`config.mk`:
```
export PLATFORM = sky130hd
export DESIGN_NAME = axi_default_slave
export DESIGN_NICKNAME = d
export VERILOG_FILES = /design/src/rtl/axi_dslv_pkg.sv /design/src/rtl/axi_default_slave.sv
export SDC_FILE = /design/constraint.sdc
export NUM_CORES = 1
export LEC_CHECK = 0
export BUFFER_PORTS_ARGS = -buffer_cell sky130_fd_sc_hd__buf_2
export CAP_MARGIN = 20
export CORE_AREA = 2 2 73 75
export DETAILED_ROUTE_END_ITERATION = 8
export DIE_AREA = 0 0 75 77
export PLACE_DENSITY = 0.72
export REMOVE_ABC_BUFFERS = 1
export SYNTH_ARGS = -nofsm -noshare
export SYNTH_HDL_FRONTEND = slang
export SYNTH_SLANG_ARGS = --single-unit
export TNS_END_PERCENT = 100
```
`constraint.sdc`:
```
create_clock -name ACLK -period 3.4 [get_ports ACLK]
set_input_delay 0.34 -clock ACLK [delete_from_list [all_inputs] [get_ports ACLK]]
set_output_delay 0.34 -clock ACLK [all_outputs]
set_load 0.02 [all_outputs]
```
`src/rtl/axi_dslv_pkg.sv`:
```
// Shared types and constants for the AXI default (terminating) slave.
package axi_dslv_pkg;

    typedef enum logic [1:0] {
        W_IDLE,
        W_DATA,
        W_RESP
    } w_state_t;

    typedef enum logic {
        R_IDLE,
        R_DATA
    } r_state_t;

    localparam logic [1:0] RESP_OKAY   = 2'b00;
    localparam logic [1:0] RESP_DECERR = 2'b11;

endpackage

```
`src/rtl/axi_default_slave.sv`:
```
// Terminating AXI slave: answers every transaction with DECERR and zero read data.
// Define DEFAULT_SLAVE_ERRLOG_EN to add the err_addr / err_is_wr / err_cnt access log.
module axi_default_slave
    import axi_dslv_pkg::*;
#(
    parameter int ADDR_W = 32,
    parameter int DATA_W = 32,
    parameter int IDS_W  = 8,
    parameter int LEN_W  = 4
) (
    input  logic                ACLK,
    input  logic                ARESET,
    input  logic [IDS_W-1:0]    AWID,
    input  logic [ADDR_W-1:0]   AWADDR,
    input  logic [LEN_W-1:0]    AWLEN,
    input  logic                AWVALID,
    output logic                AWREADY,
    input  logic [DATA_W-1:0]   WDATA,
    input  logic [DATA_W/8-1:0] WSTRB,
    input  logic                WLAST,
    input  logic                WVALID,
    output logic                WREADY,
    output logic [IDS_W-1:0]    BID,
    output logic [1:0]          BRESP,
    output logic                BVALID,
    input  logic                BREADY,
    input  logic [IDS_W-1:0]    ARID,
    input  logic [ADDR_W-1:0]   ARADDR,
    input  logic [LEN_W-1:0]    ARLEN,
    input  logic                ARVALID,
    output logic                ARREADY,
    output logic [IDS_W-1:0]    RID,
    output logic [DATA_W-1:0]   RDATA,
    output logic [1:0]          RRESP,
    output logic                RLAST,
    output logic                RVALID,
    input  logic                RREADY
`ifdef DEFAULT_SLAVE_ERRLOG_EN
    ,
    output logic [ADDR_W-1:0]   err_addr,
    output logic                err_is_wr,
    output logic [15:0]         err_cnt
`endif
);

    w_state_t w_state_reg, w_state_next;
    r_state_t r_state_reg, r_state_next;

    logic [IDS_W-1:0] bid_reg;
    logic [LEN_W-1:0] awlen_reg;
    logic [IDS_W-1:0] rid_reg;
    logic [LEN_W-1:0] arlen_reg;
    logic [LEN_W-1:0] cnt_reg;

    logic aw_hs, w_hs, ar_hs, r_hs;

    assign aw_hs = AWVALID && AWREADY;
    assign w_hs  = WVALID  && WREADY;
    assign ar_hs = ARVALID && ARREADY;
    assign r_hs  = RVALID  && RREADY;

    // ---------------- write channel ----------------
    always_ff @(posedge ACLK or posedge ARESET) begin
        if (ARESET) begin
            w_state_reg <= W_IDLE;
        end else begin
            w_state_reg <= w_state_next;
        end
    end

    always_comb begin
        w_state_next = w_state_reg;
        AWREADY      = 1'b0;
        WREADY       = 1'b0;
        BVALID       = 1'b0;
        case (w_state_reg)
            W_IDLE: begin
                AWREADY = 1'b1;
                if (AWVALID) w_state_next = W_DATA;
            end
            W_DATA: begin
                WREADY = 1'b1;
                // Burst ends on WLAST alone; the latched AWLEN is not trusted.
                if (WVALID && WLAST) w_state_next = W_RESP;
            end
            W_RESP: begin
                BVALID = 1'b1;
                if (BREADY) w_state_next = W_IDLE;
            end
            default: w_state_next = W_IDLE;
        endcase
    end

    always_ff @(posedge ACLK or posedge ARESET) begin
        if (ARESET) begin
            bid_reg   <= '0;
            awlen_reg <= '0;
        end else if (aw_hs) begin
            bid_reg   <= AWID;
            awlen_reg <= AWLEN;
        end
    end

    // ---------------- read channel ----------------
    always_ff @(posedge ACLK or posedge ARESET) begin
        if (ARESET) begin
            r_state_reg <= R_IDLE;
        end else begin
            r_state_reg <= r_state_next;
        end
    end

    always_comb begin
        r_state_next = r_state_reg;
        ARREADY      = 1'b0;
        RVALID       = 1'b0;
        RLAST        = 1'b0;
        case (r_state_reg)
            R_IDLE: begin
                ARREADY = 1'b1;
                if (ARVALID) r_state_next = R_DATA;
            end
            R_DATA: begin
                RVALID = 1'b1;
                RLAST  = (cnt_reg == arlen_reg);
                if (RREADY && (cnt_reg == arlen_reg)) r_state_next = R_IDLE;
            end
            default: r_state_next = R_IDLE;
        endcase
    end

    // Completion at cnt==len means the counter never needs to wrap.
    always_ff @(posedge ACLK or posedge ARESET) begin
        if (ARESET) begin
            rid_reg   <= '0;
            arlen_reg <= '0;
            cnt_reg   <= '0;
        end else if (ar_hs) begin
            rid_reg   <= ARID;
            arlen_reg <= ARLEN;
            cnt_reg   <= '0;
        end else if (r_hs && !RLAST) begin
            cnt_reg   <= cnt_reg + 1'b1;
        end
    end

    assign BID   = bid_reg;
    assign BRESP = RESP_DECERR;
    assign RID   = rid_reg;
    assign RDATA = '0;
    assign RRESP = RESP_DECERR;

`ifdef DEFAULT_SLAVE_ERRLOG_EN
    logic [ADDR_W-1:0] err_addr_reg;
    logic              err_is_wr_reg;
    logic [15:0]       err_cnt_reg;
    logic [16:0]       cnt_sum;

    always_comb begin
        cnt_sum = {1'b0, err_cnt_reg} + 17'(aw_hs) + 17'(ar_hs);
    end

    // A simultaneous AW and AR logs the write address.
    always_ff @(posedge ACLK or posedge ARESET) begin
        if (ARESET) begin
            err_addr_reg  <= '0;
            err_is_wr_reg <= 1'b0;
            err_cnt_reg   <= '0;
        end else begin
            if (aw_hs) begin
                err_addr_reg  <= AWADDR;
                err_is_wr_reg <= 1'b1;
            end else if (ar_hs) begin
                err_addr_reg  <= ARADDR;
                err_is_wr_reg <= 1'b0;
            end
            if (aw_hs || ar_hs) begin
                err_cnt_reg <= cnt_sum[16] ? 16'hFFFF : cnt_sum[15:0];
            end
        end
    end

    assign err_addr  = err_addr_reg;
    assign err_is_wr = err_is_wr_reg;
    assign err_cnt   = err_cnt_reg;

    logic unused_inputs;
    assign unused_inputs = ^{WDATA, WSTRB, awlen_reg, w_hs};
`else
    logic unused_inputs;
    assign unused_inputs = ^{WDATA, WSTRB, awlen_reg, w_hs, AWADDR, ARADDR};
`endif

endmodule

```
# Word-level counts from Yosys, hierarchy flattened
# Index checks and enable logic that the tools add are counted.
[op_classes] muxes=15 bitwise=1 add_sub_neg=1 n_eq_ne=6 n_reduce_logical=10
[ops] operator="1-bit 2-to-1 mux" n=8
[ops] operator="4-bit 2-to-1 mux" n=2
[ops] operator="1-bit logical AND" n=6
[ops] operator="2-bit 2-to-1 mux" n=3
[ops] operator="2-bit inequality test (second input constant)" n=3
[ops] operator="2-bit case mux with 3 select lines" n=1
[ops] operator="4-bit by 1-bit adder with 4-bit output (second input constant)" n=1
[ops] operator="4-bit equality test" n=1
[ops] operator="3-bit AND reduction" n=1
[ops] operator="2-bit by 1-bit equality test with 1-bit output (second input constant)" n=1
[ops] operator="2-bit equality test (second input constant)" n=1
[ops] operator="2-bit logical NOT" n=1
[ops] operator="1-bit case mux with 2 select lines" n=1
[ops] operator="2-bit nonzero test" n=1
[ops] operator="1-bit logical NOT" n=1
[ops] operator="1-bit NOT" n=1
[totals] elab_cells=39 out_inout_bits=58 ff_bits=27

# Depth between registers and ports, before layout
[depth] depth_word=6 ltp_mapped=5 ltp_nobuf=4

# Worst setup path after synthesis
# Ideal clock, no wire load.
[synth_path] kind="register -> register" from="reg w_state_reg[1]" to="reg bid_reg[0], in the netlist BID[0]" t_required_ns=3.275 path_buffers=1 path_stages_with_launch=5 path_slack_ns=1.891 synth_period_minus_slack_ns=1.509 arrival_ns=1.384 path_cell_list="dfrtp_1 > nor2_1 > and2_1 > buf_2 > mux2_2"
[synth_between] elab_chain_len=3
[synth_rtl] element="start: declaration" line="axi_default_slave.sv:46" rtl="w_state_t w_state_reg, w_state_next;"
[synth_rtl] element="start signal: assignment" line="axi_default_slave.sv:67" rtl="w_state_reg <= w_state_next;"
[synth_rtl] element="2-bit logical NOT" line="axi_default_slave.sv:76" rtl="case (w_state_reg)"
[synth_rtl] element="1-bit 2-to-1 mux" line="axi_default_slave.sv:76"
[synth_rtl] element="named net AWREADY" line="axi_default_slave.sv:17" rtl="output logic AWREADY,"
[synth_rtl] element="1-bit logical AND" line="axi_default_slave.sv:57" rtl="assign aw_hs = AWVALID && AWREADY;"
[synth_rtl] element="end signal: assignment" line="axi_default_slave.sv:96" rtl="bid_reg <= '0;"
[synth_rtl] element="end signal: assignment" line="axi_default_slave.sv:99" rtl="bid_reg <= AWID;"
[synth_rtl] element="end: declaration" line="axi_default_slave.sv:49" rtl="logic [IDS_W-1:0] bid_reg;"
# The timed path passes the listed nets, and every way through them passes these cells.
# A chain may end at the register's enable or synchronous reset.

# Worst setup path after layout
[layout_path] from="reg cnt_reg[0]" to="out RLAST"
[layout_between] elab_chain_len=2
[layout_rtl] element="start: declaration" line="axi_default_slave.sv:53" rtl="logic [LEN_W-1:0] cnt_reg;"
[layout_rtl] element="start signal: assignment" line="axi_default_slave.sv:143" rtl="cnt_reg <= cnt_reg + 1'b1;"
[layout_rtl] element="4-bit equality test" line="axi_default_slave.sv:125" rtl="RLAST = (cnt_reg == arlen_reg);"
[layout_rtl] element="1-bit 2-to-1 mux" line="axi_default_slave.sv:118" rtl="case (r_state_reg)"
[layout_rtl] element="end: declaration" line="axi_default_slave.sv:35" rtl="output logic RLAST,"
# Every way passes these cells.

==> metrics.yaml <==
result_of_the_run: "finished clean"
critPathRequiredTime_ps: 3060
grt_util_all_layers: 0.0862
maxCapViolCount: 0
synth-seq-area-share: 0.480
cts-buffers-inserted: 3
nNetsFinal: 329
endpoint_kind: "output port"
synth-seq-cells: 27
layout.cells.most_common_list: "sky130_fd_sc_hd__buf_2, sky130_fd_sc_hd__nand2_1, sky130_fd_sc_hd__conb_1"
route.vias.total: 964
boundary_pins: 190
timing.clock.skew_ps: 2.50
path_clk_slew_ps: 90
htree_levels: 1
crit_path_max_fanout: 5
met1_length_mm: 1.09
post-layout-total-power_mw: 1.36
tightest_slew_ps: 828
drt_iter0_drc: 27
fillers: 528
timing.setup.tns_ps: 0
detail_route.vias_per_cell: 3.64
route.detailed.wl_per_inst_microns: 9.40
synth_top_area_share: 0.480
synth_warnings: 0
ir_worst_vdd_mv: 0.301
yosys-top-cells-area: "sky130_fd_sc_hd__dfrtp_1, sky130_fd_sc_hd__buf_4, sky130_fd_sc_hd__nand2_1, sky130_fd_sc_hd__mux2_2, sky130_fd_sc_hd__xnor2_1"
drive_above_1_share: 0.323
die_height_microns: 77
cell_row_count: 26
sw_frac_of_total: 0.418
multi_input_comb_area_sq_um: 564
hold_violations: 0
drv_slew: 0
sequentialPowerShare: 0.413
ant_cells: 0
slowest_delay_ps: 440
postCtsResizedCells: 0
coreArea_sq_um: 4980
crit_path_top_delay_cell: "sky130_fd_sc_hd__dfrtp_1"
worst_skew_pair.late_latency_ps: 270
areaGrowthSynthToFinish_pct: 18.6
grt_pass1_vias: 846
power.switching_mw: 0.569
critical_path.startpoint_type: "register"
place.gp.congestion: 0.720
grt_start_max_net_pins: 28
cts_sinks: 27
die_area_sq_um: 5780
final.min_clock_period_ps: 1740
mostFrequentLayoutCell: "sky130_fd_sc_hd__buf_2"
cp_data_arrival_time_ps: 1400
setup-violations-final: 0
netlist_instances: 145
dr.pass1.iters: 3
met2WireLength_mm: 1.19
topRoutingLayerUsed: "met4"
grt_pass1_wl_mm: 3.97
hpwl_mm: 1.93
total_leakage_power_nw: 0.929
cts-root-to-sink-buffers: 2
die_width_microns: 75
routed_wire_length_mm: 2.49
intPower_mw: 0.792
sequential_cell_area_sq_um: 676
cp_cell_sequence: "xnor2_1, nand4_1, nor2_1, buf_2"
synth_cell_type_count: 20
yosys.area.top_type: "sky130_fd_sc_hd__dfrtp_1"
grt_remaining_overflow: 0
synthesis.area_per_instance_sq_um: 9.70
p_clk_frac: 0.133
whs_ps: 251
path_class: "register to output port"
slew_hr: 0.447
synth.cell_area_sq_um: 1410
met3_wirelength_microns: 199
drc: 0
final_util: 0.335
initial_utilization: 0.283
power.density_nw_per_um2: 816
max_clock_freq_ghz: 0.575
io_buffers: 49
ctsRootBufferMaster: "sky130_fd_sc_hd__clkbuf_8"
power.combinational.fraction: 0.454
ant_nets: 0
timing.final.crit_share: 0.512
worst_hold_path_type: "input pin to register"
unrepaired_setup_endpoints_after_global_routing: "no"
tritoncts_clock_tree: "done"
grt_antenna_before_repair: 0
worst paths after layout:
path / start / to / slack [ps] / cells past startpoint
worst max-delay path: cnt_reg[0] / RLAST / 1660 / 4
worst min-delay path: ARLEN[1] / arlen_reg[1] / 250 / 3
worst max register to register: w_state_reg[1] / BID[6] / 1990 / 3
worst min register to register: RID[2] / RID[2] / 480 / 2
max in group asynchronous: ARESET / r_state_reg / 2500 / 4
min in group asynchronous: ARESET / BID[7] / 520 / 3
Yosys cell counts:
master                      n
sky130_fd_sc_hd__a21o_1     1
sky130_fd_sc_hd__a32o_1     1
sky130_fd_sc_hd__a41oi_2    1
sky130_fd_sc_hd__and2_1     1
sky130_fd_sc_hd__buf_2      1
sky130_fd_sc_hd__buf_4     36
sky130_fd_sc_hd__clkbuf_1   2
sky130_fd_sc_hd__conb_1     2
sky130_fd_sc_hd__dfrtp_1   27
sky130_fd_sc_hd__ha_1       1
sky130_fd_sc_hd__inv_1      3
sky130_fd_sc_hd__mux2_2     8
sky130_fd_sc_hd__mux2i_1    3
sky130_fd_sc_hd__nand2_1   45
sky130_fd_sc_hd__nand4_1    2
sky130_fd_sc_hd__nor2_1     2
sky130_fd_sc_hd__nor2b_1    3
sky130_fd_sc_hd__o21ai_0    1
sky130_fd_sc_hd__o22a_1     1
sky130_fd_sc_hd__xnor2_1    4
metrics by stage:
step	area, sq um	std cells	setup WS (ps)
2_1_floorplan	1250	140	1860
3_3_place_gp	1580	259	1970
3_5_place_dp	1580	259	1950
4_1_cts	1630	263	1630
5_1_grt	1670	265	1520
6_report	1670	265	1660
critical path, delay by kind of cell, from the launching register on:
family | cells | cell delay, ps
AND/OR/NAND/NOR | 2 | 260
XOR/XNOR | 1 | 250
flip-flops | 1 | 440
buffers and inverters | 1 | 180
routing by layer:
layer  vias up  track usage
met5         -            0
met4         0       0.0107
met3         2       0.0263
met2        46        0.143
met1       433        0.112
li1        483            -
cell type report:
class | count | share of cell area
multi-input combinational | 110 | 0.338
sequential | 27 | 0.405
clock buffer | 3 | 0.0248
clock inverter | 1 | 0.00300
inverter | 3 | 0.00675
timing repair buffer | 51 | 0.170
tap | 70 | 0.0525
cell families (layout without fill, tap and decap cells):
| logic type | Yosys count | after routing | synth area share |
|---|---|---|---|
| AOI/OAI and AO/OA | 5 | 5 | 0.0338 |
| other | 2 | 36 | 0.00534 |
| muxes | 11 | 11 | 0.0854 |
| DFF | 27 | 27 | 0.480 |
| and+or+nand+nor | 53 | 53 | 0.152 |
| buffers and inverters | 42 | 58 | 0.209 |
| adders and majority gates | 1 | 1 | 0.00890 |
| xor gates and xnor gates | 4 | 4 | 0.0249 |
power groups by stage:
stage                     logic, mW  clock network (mW)  registers, mW
after floorplan               0.322                   0          0.679
after global placement        0.612                   0          0.564
after detailed placement      0.625                   0          0.564
after CTS                     0.623               0.194          0.562
after global routing          0.682               0.208          0.586
final                         0.618               0.181          0.563
timing repair:
| item | in CTS | in global routing |
|---|---|---|
| hold endpoints to repair | 0 | 3 |
| buffers inserted | 0 | 0 |
| hold buffers | 0 | 1 |
Note: power is estimated with default switching activity, not from simulation.
